--- config.mk ---
export PLATFORM = sky130hd
export DESIGN_NAME = mvu_rdc_reader
export DESIGN_NICKNAME = d
export VERILOG_FILES = /design/src/rtl/mvu_rdc_reader.sv
export SDC_FILE = /design/constraint.sdc
export NUM_CORES = 1
export LEC_CHECK = 0
export CAP_MARGIN = 20
export CORE_ASPECT_RATIO = 1.4
export CORE_MARGIN = 4
export CORE_UTILIZATION = 59
export CTS_CLUSTER_SIZE = 20
export DETAILED_ROUTE_END_ITERATION = 8
export HOLD_SLACK_MARGIN = 0.06
export PLACE_DENSITY = 0.85
export SLEW_MARGIN = 30
export SYNTH_ARGS = -nofsm -noshare
export SYNTH_HDL_FRONTEND = slang
export SYNTH_SLANG_ARGS = --single-unit
--- constraint.sdc ---
create_clock -name clk -period 5.3 [get_ports clk]
set_input_delay 1.59 -clock clk [delete_from_list [all_inputs] [get_ports clk]]
set_output_delay 1.59 -clock clk [all_outputs]
set_load 0.02 [all_outputs]
--- src/rtl/mvu_rdc_reader.sv ---
// ---------------------------------------------------------------------------
// mvu_rdc_reader
//
// Burst reader for the MVU data bank. A start pulse latches a base address
// and a word count. The block then issues read requests (rdc_en/rdc_addr)
// that are consumed on rdc_grnt. Each consumed request returns rdc_word
// exactly one cycle later. Returned words are buffered in a small FIFO and
// presented on a valid/ready output stream, with out_last marking the final
// word of the burst.
//
// Requests are credit-limited: occupied FIFO entries plus the read in flight
// never exceed FIFO_DEPTH. Returned data is therefore always written into
// the FIFO without a stall path back to the memory.
//
// Ports
//   clk, rst_n           clock, asynchronous active-low reset
//   start                one-cycle burst start (ignored while busy)
//   base_addr, len       burst first address / word count, sampled on start
//   busy                 burst in progress (through the done cycle)
//   done                 one-cycle completion pulse
//   rdc_en, rdc_addr     read request to the MVU data bank
//   rdc_grnt             request consumed when rdc_en & rdc_grnt
//   rdc_word             read data, valid one cycle after a consuming cycle
//   out_valid/out_ready  output handshake
//   out_word, out_last   output data and end-of-burst marker
// ---------------------------------------------------------------------------
module mvu_rdc_reader #(
    parameter int BDBANKA    = 15,
    parameter int BDBANKW    = 64,
    parameter int FIFO_DEPTH = 4
) (
    input  logic               clk,
    input  logic               rst_n,
    input  logic               start,
    input  logic [BDBANKA-1:0] base_addr,
    input  logic [BDBANKA-1:0] len,
    output logic               busy,
    output logic               done,
    output logic               rdc_en,
    output logic [BDBANKA-1:0] rdc_addr,
    input  logic               rdc_grnt,
    input  logic [BDBANKW-1:0] rdc_word,
    output logic               out_valid,
    input  logic               out_ready,
    output logic [BDBANKW-1:0] out_word,
    output logic               out_last
);

    localparam int PTR_W = $clog2(FIFO_DEPTH);
    localparam int CNT_W = PTR_W + 1;  // holds 0..FIFO_DEPTH
    localparam int USE_W = PTR_W + 2;  // headroom for the +/- lookahead
    localparam int LEN_W = BDBANKA + 1;

    typedef enum logic [1:0] {
        IDLE,
        READ,
        DRAIN
    } state_t;

    state_t             state;
    logic [LEN_W-1:0]   len_q;
    logic [LEN_W-1:0]   req_cnt;
    logic               zero_done_q;

    // One-deep return pipe: data always arrives exactly one cycle after the
    // consuming cycle, so a single flag tracks the read in flight.
    logic               rd_pending;
    logic               rd_pending_last;

    logic [BDBANKW-1:0] fifo_word [FIFO_DEPTH];
    logic [FIFO_DEPTH-1:0] fifo_last;
    logic [PTR_W-1:0]   wr_ptr;
    logic [PTR_W-1:0]   rd_ptr;
    logic [CNT_W-1:0]   fifo_cnt;

    logic               consume;
    logic               pop;
    logic               last_req;
    logic [USE_W-1:0]   used_next;
    logic               credit_ok;

    assign consume  = rdc_en & rdc_grnt;
    assign pop      = out_valid & out_ready;
    assign last_req = (req_cnt + LEN_W'(1)) == len_q;

    // Credits in use on the next cycle: FIFO entries plus the read in flight,
    // after this cycle's consume and pop take effect. Registering rdc_en from
    // this lookahead keeps it glitch-free and stable while the grant is low.
    assign used_next = USE_W'(fifo_cnt) + USE_W'(rd_pending)
                     + USE_W'(consume) - USE_W'(pop);
    assign credit_ok = used_next < USE_W'(FIFO_DEPTH);

    // Output side reads straight from the FIFO registers. Gating with
    // out_valid keeps out_word/out_last at zero whenever nothing is offered.
    assign out_valid = fifo_cnt != '0;
    assign out_word  = out_valid ? fifo_word[rd_ptr] : '0;
    assign out_last  = out_valid & fifo_last[rd_ptr];

    // A len==0 start completes on the following cycle. A real burst completes
    // in the same cycle its last word is accepted.
    assign done = zero_done_q | ((state == DRAIN) & pop & out_last);

    // NOTE: sequential state is updated only with non-blocking assignments so
    // every register samples pre-edge values regardless of block ordering.
    always_ff @(posedge clk or negedge rst_n) begin
        if (!rst_n) begin
            state       <= IDLE;
            busy        <= 1'b0;
            rdc_en      <= 1'b0;
            rdc_addr    <= '0;
            len_q       <= '0;
            req_cnt     <= '0;
            zero_done_q <= 1'b0;
        end else begin
            zero_done_q <= 1'b0;
            case (state)
                IDLE: begin
                    if (start) begin
                        if (len == '0) begin
                            zero_done_q <= 1'b1;
                        end else begin
                            state    <= READ;
                            busy     <= 1'b1;
                            rdc_en   <= 1'b1;  // FIFO is empty on entry
                            rdc_addr <= base_addr;
                            len_q    <= LEN_W'(len);
                            req_cnt  <= '0;
                        end
                    end
                end
                READ: begin
                    if (consume) begin
                        rdc_addr <= rdc_addr + BDBANKA'(1);  // wraps modulo 2^BDBANKA
                        req_cnt  <= req_cnt + LEN_W'(1);
                    end
                    if (consume && last_req) begin
                        state  <= DRAIN;
                        rdc_en <= 1'b0;
                    end else begin
                        rdc_en <= credit_ok;
                    end
                end
                DRAIN: begin
                    if (pop && out_last) begin
                        state <= IDLE;
                        busy  <= 1'b0;
                    end
                end
                default: state <= IDLE;
            endcase
        end
    end

    // Return pipe. Clearing it on reset drops a word that lands right after
    // reset release.
    always_ff @(posedge clk or negedge rst_n) begin
        if (!rst_n) begin
            rd_pending      <= 1'b0;
            rd_pending_last <= 1'b0;
        end else begin
            rd_pending      <= consume;
            rd_pending_last <= consume & last_req;
        end
    end

    // FIFO pointers and occupancy. Simultaneous write and pop on a full FIFO
    // are both honoured: the count is unchanged and both pointers advance.
    always_ff @(posedge clk or negedge rst_n) begin
        if (!rst_n) begin
            wr_ptr   <= '0;
            rd_ptr   <= '0;
            fifo_cnt <= '0;
        end else begin
            if (rd_pending) wr_ptr <= wr_ptr + PTR_W'(1);
            if (pop)        rd_ptr <= rd_ptr + PTR_W'(1);
            fifo_cnt <= fifo_cnt + CNT_W'(rd_pending) - CNT_W'(pop);
        end
    end

    // NOTE: the FIFO storage has no reset; its contents are never observed
    // before being written because out_valid comes from the reset count.
    always_ff @(posedge clk) begin
        if (rd_pending) begin
            fifo_word[wr_ptr] <= rdc_word;
            fifo_last[wr_ptr] <= rd_pending_last;
        end
    end

endmodule

==> flow_summary.yaml <==
status:
  status: "finished, final reports clean"
min_path:
  hold_class: "register to register"
clock_network:
  postCtsSetupBuffers: 0
  clockBufferDepth: 3
  post_cts_resized: 0
  cts.sinks: 320
  clock_latency_ns: 0.53
  clockRootBuffer: "clkbuf_16"
  cts-buffers-inserted: 28
  cts_tree: "done"
  htreeDepth: 1
  ctsHoldBuffers: 0
  clkTransAtPathRegs_ns: 0.06
yosys:
  ys_types: 60
  synth-seq-cells: 320
  synthAdderAreaFrac_pct: 1.27
  avgSynthCellArea_um2: 16.6
  synth_area_um2: 13400
  synth_cells: 808
  yosys.area_share.simple_pct: 8.68
  syn-num-nets: 920
  synth_seq_area_share_pct: 69.3
  synth_edf_count: 260
  synth-main-ff-cell: "edfxtp_1"
  synth_area_leader_cell: "edfxtp_1"
  synth-compound-area-share_pct: 5.04
  yosysMostFrequentCell: "edfxtp_1"
  synth_common_cells: "edfxtp_1 (260), and2_1 (74), mux4_2 (64), dfrtp_1 (60), o21ai_0 (43)"
  yosysTopAreaCellShare_pct: 58.1
  synth_top_family_by_area: "multiplexers"
  yosys.area_share.xor_xnor_pct: 1.44
  async_flop_share_pct: 18.8
  ys_top_cells_by_area: "edfxtp_1 (58%), dfrtp_1 (11%), mux4_2 (11%)"
  synthMuxAreaShare_pct: 12.2
  yosysWarnings: 0
sta:
  setup_violations: 0
  relSlewSlack_pct: 51.8
  fin_crit_ns: 4.78
  period_share_pct: 90.2
  clock.fmax_mhz: 209
  rsz0062_at_grt: "no"
  setup_tns_ns: 0
  worstMarginPinSlew_ns: 0.721
  fin_skew_ns: 0.0108
  finalHoldViolCount: 0
  slew_viol_final: 0
power_and_ir_drop:
  ir_worst_vdd_mv: 0.363
  pwr_density_cell_nw_per_um2: 515
  power.total_uw: 8480
  p_leak_uw: 0.00563
finish:
  num-nets-final: 1100
  layoutNonFillerInstCount: 1311
  diodes: 0
  final_layout_size_suffix_gt1_share_pct: 14.9
  syn_to_final_growth_pct: 22.6
drt:
  viasPerCell: 5.91
  totalWireLength_um: 28400
  ant_nets: 0
  vias: 7743
  drc: 0
  wl_per_cell_um: 21.6
  firstDrtPassIters: 5
  first_iter_violations: 444
worst_setup_path:
  cp_slowest_stage_delay_ns: 0.63
  path_class: "input pin to output port"
  crit_required_ns: 3.71
  start_kind: "input pin"
  path_cells: "clkdlybuf4s50_1, and2_1, nand2_1, o21bai_1, clkdlybuf4s50_1"
  end_kind: "output port"
  slowest_stage: "clkdlybuf4s50_1"
  arrival_ns: 3.19
  critPathMostFrequentCell: "clkdlybuf4s50_1"
  worstPathMaxFanout: 2
floorplan:
  dieArea_um2: 25300
  coreArea_um2: 22400
  die_x_um: 136
  io_pins: 183
  die_h_um: 187
  placementRows: 65
  initial_utilization_pct: 59.8
global_route:
  track_usage_pct: 22.9
  grt_overflow: 0
  antenna_found_initial: 1
  grt_pass1_wl_um: 45300
  grt_max_degree: 66
  grt_pass1_vias: 8027
flow_run:
  maxCapViolations: 0
place:
  gp_congestion: 0.841
  dp_cells: 1257
  dp_hpwl_um: 17300
  io_buffers: 182
-- registers in the layout, indices dropped and copies added, names as in the netlist, 2 cells and up --
name	count
state	2
len_q	15
fifo_cnt	3
fifo_last	4
rdc_addr	15
fifo_word	256
req_cnt	16
rd_ptr	2
wr_ptr	2
-- path summary, 6_finish.rpt --
| path | startpoint | endpoint | slack [ns] | depth (start not counted) |
|---|---|---|---|---|
| min in group asynchronous | rst_n | rdc_addr[0] | 1.10 | 1 |
| max in group asynchronous | rst_n | len_q[3] | 3.34 | 2 |
| min reg2reg | req_cnt[15] | req_cnt[15] | 0.51 | 1 |
| min | req_cnt[15] | req_cnt[15] | 0.51 | 1 |
| max reg2reg | fifo_cnt[2] | rdc_en | 2.24 | 14 |
| max | out_ready | done | 0.52 | 5 |
-- critical path, delay by kind of cell --
kind | cells | cell delay [ns]
buf+inv | 2 | 1.12
simple gates | 2 | 0.30
compound gates | 1 | 0.18
-- layer usage --
layer	vias to the layer above	GRT usage [%]	routed length (um)	part of all wire [%]
li1	3495	-	-	-
met1	3900	30.5	10800	38
met2	291	39.3	14900	52
met3	55	3.75	1860	6.6
met4	2	6.83	818	2.9
met5	-	0	13	0.046
-- placed cells by master (no fill, tap or decap), drive strengths merged, types with 7 or more instances in the layout --
cell type / instances
xnor2: 9
xor2: 11
dfrtp: 60
clkinv: 11
and2: 75
buf: 15
nand2: 29
clkdlybuf4s50: 181
a21oi: 31
ha: 12
inv: 12
nand4: 12
o21ai: 44
nand3: 21
mux2: 15
a31oi: 8
mux4: 65
edfxtp: 260
and3: 7
nor2: 30
clkbuf: 39
-- final cells by class --
type                            count  area (um^2)
Clock buffer                       39          783
Clock inverter                     13          105
Fill cell                        1377         5980
Inverter                           12         45.0
Multi-Input combinational cell    430         3870
Sequential cell                   320         9310
Tap cell                          301          377
Timing Repair Buffer              196         1980
-- stage by stage --
| stage | worst slack, ns | instance area, um^2 | utilization (%) | hold WS, ns |
|---|---|---|---|---|
| final | 0.519 | 16500 | 73.4 | 0.508 |
| after floorplan | 1.40 | 13400 | - | 0.455 |
| after global placement | 0.548 | 15500 | 69.2 | 0.462 |
| after detailed placement | 0.529 | 15500 | 69.2 | 0.496 |
| after CTS | 0.487 | 16400 | 73.2 | 0.507 |
| after global routing | 0.386 | 16500 | 73.4 | 0.531 |
-- report_power, final --
part / internal (uW) / total, uW / switching, uW / leakage, uW
clock network: 1120 / 1970 / 844 / 0.000434
logic: 1640 / 3210 / 1570 / 0.00211
registers: 3030 / 3300 / 275 / 0.00309
total: 5790 / 8480 / 2690 / 0.00563
-- cell families after synthesis --
logic type	count (synthesis)
compound gates	111
xor+xnor	20
fa+ha+maj	13
buf+inv	58
flops	320
mux	80
simple gates	206
Note: power is estimated with default switching activity, not from simulation.
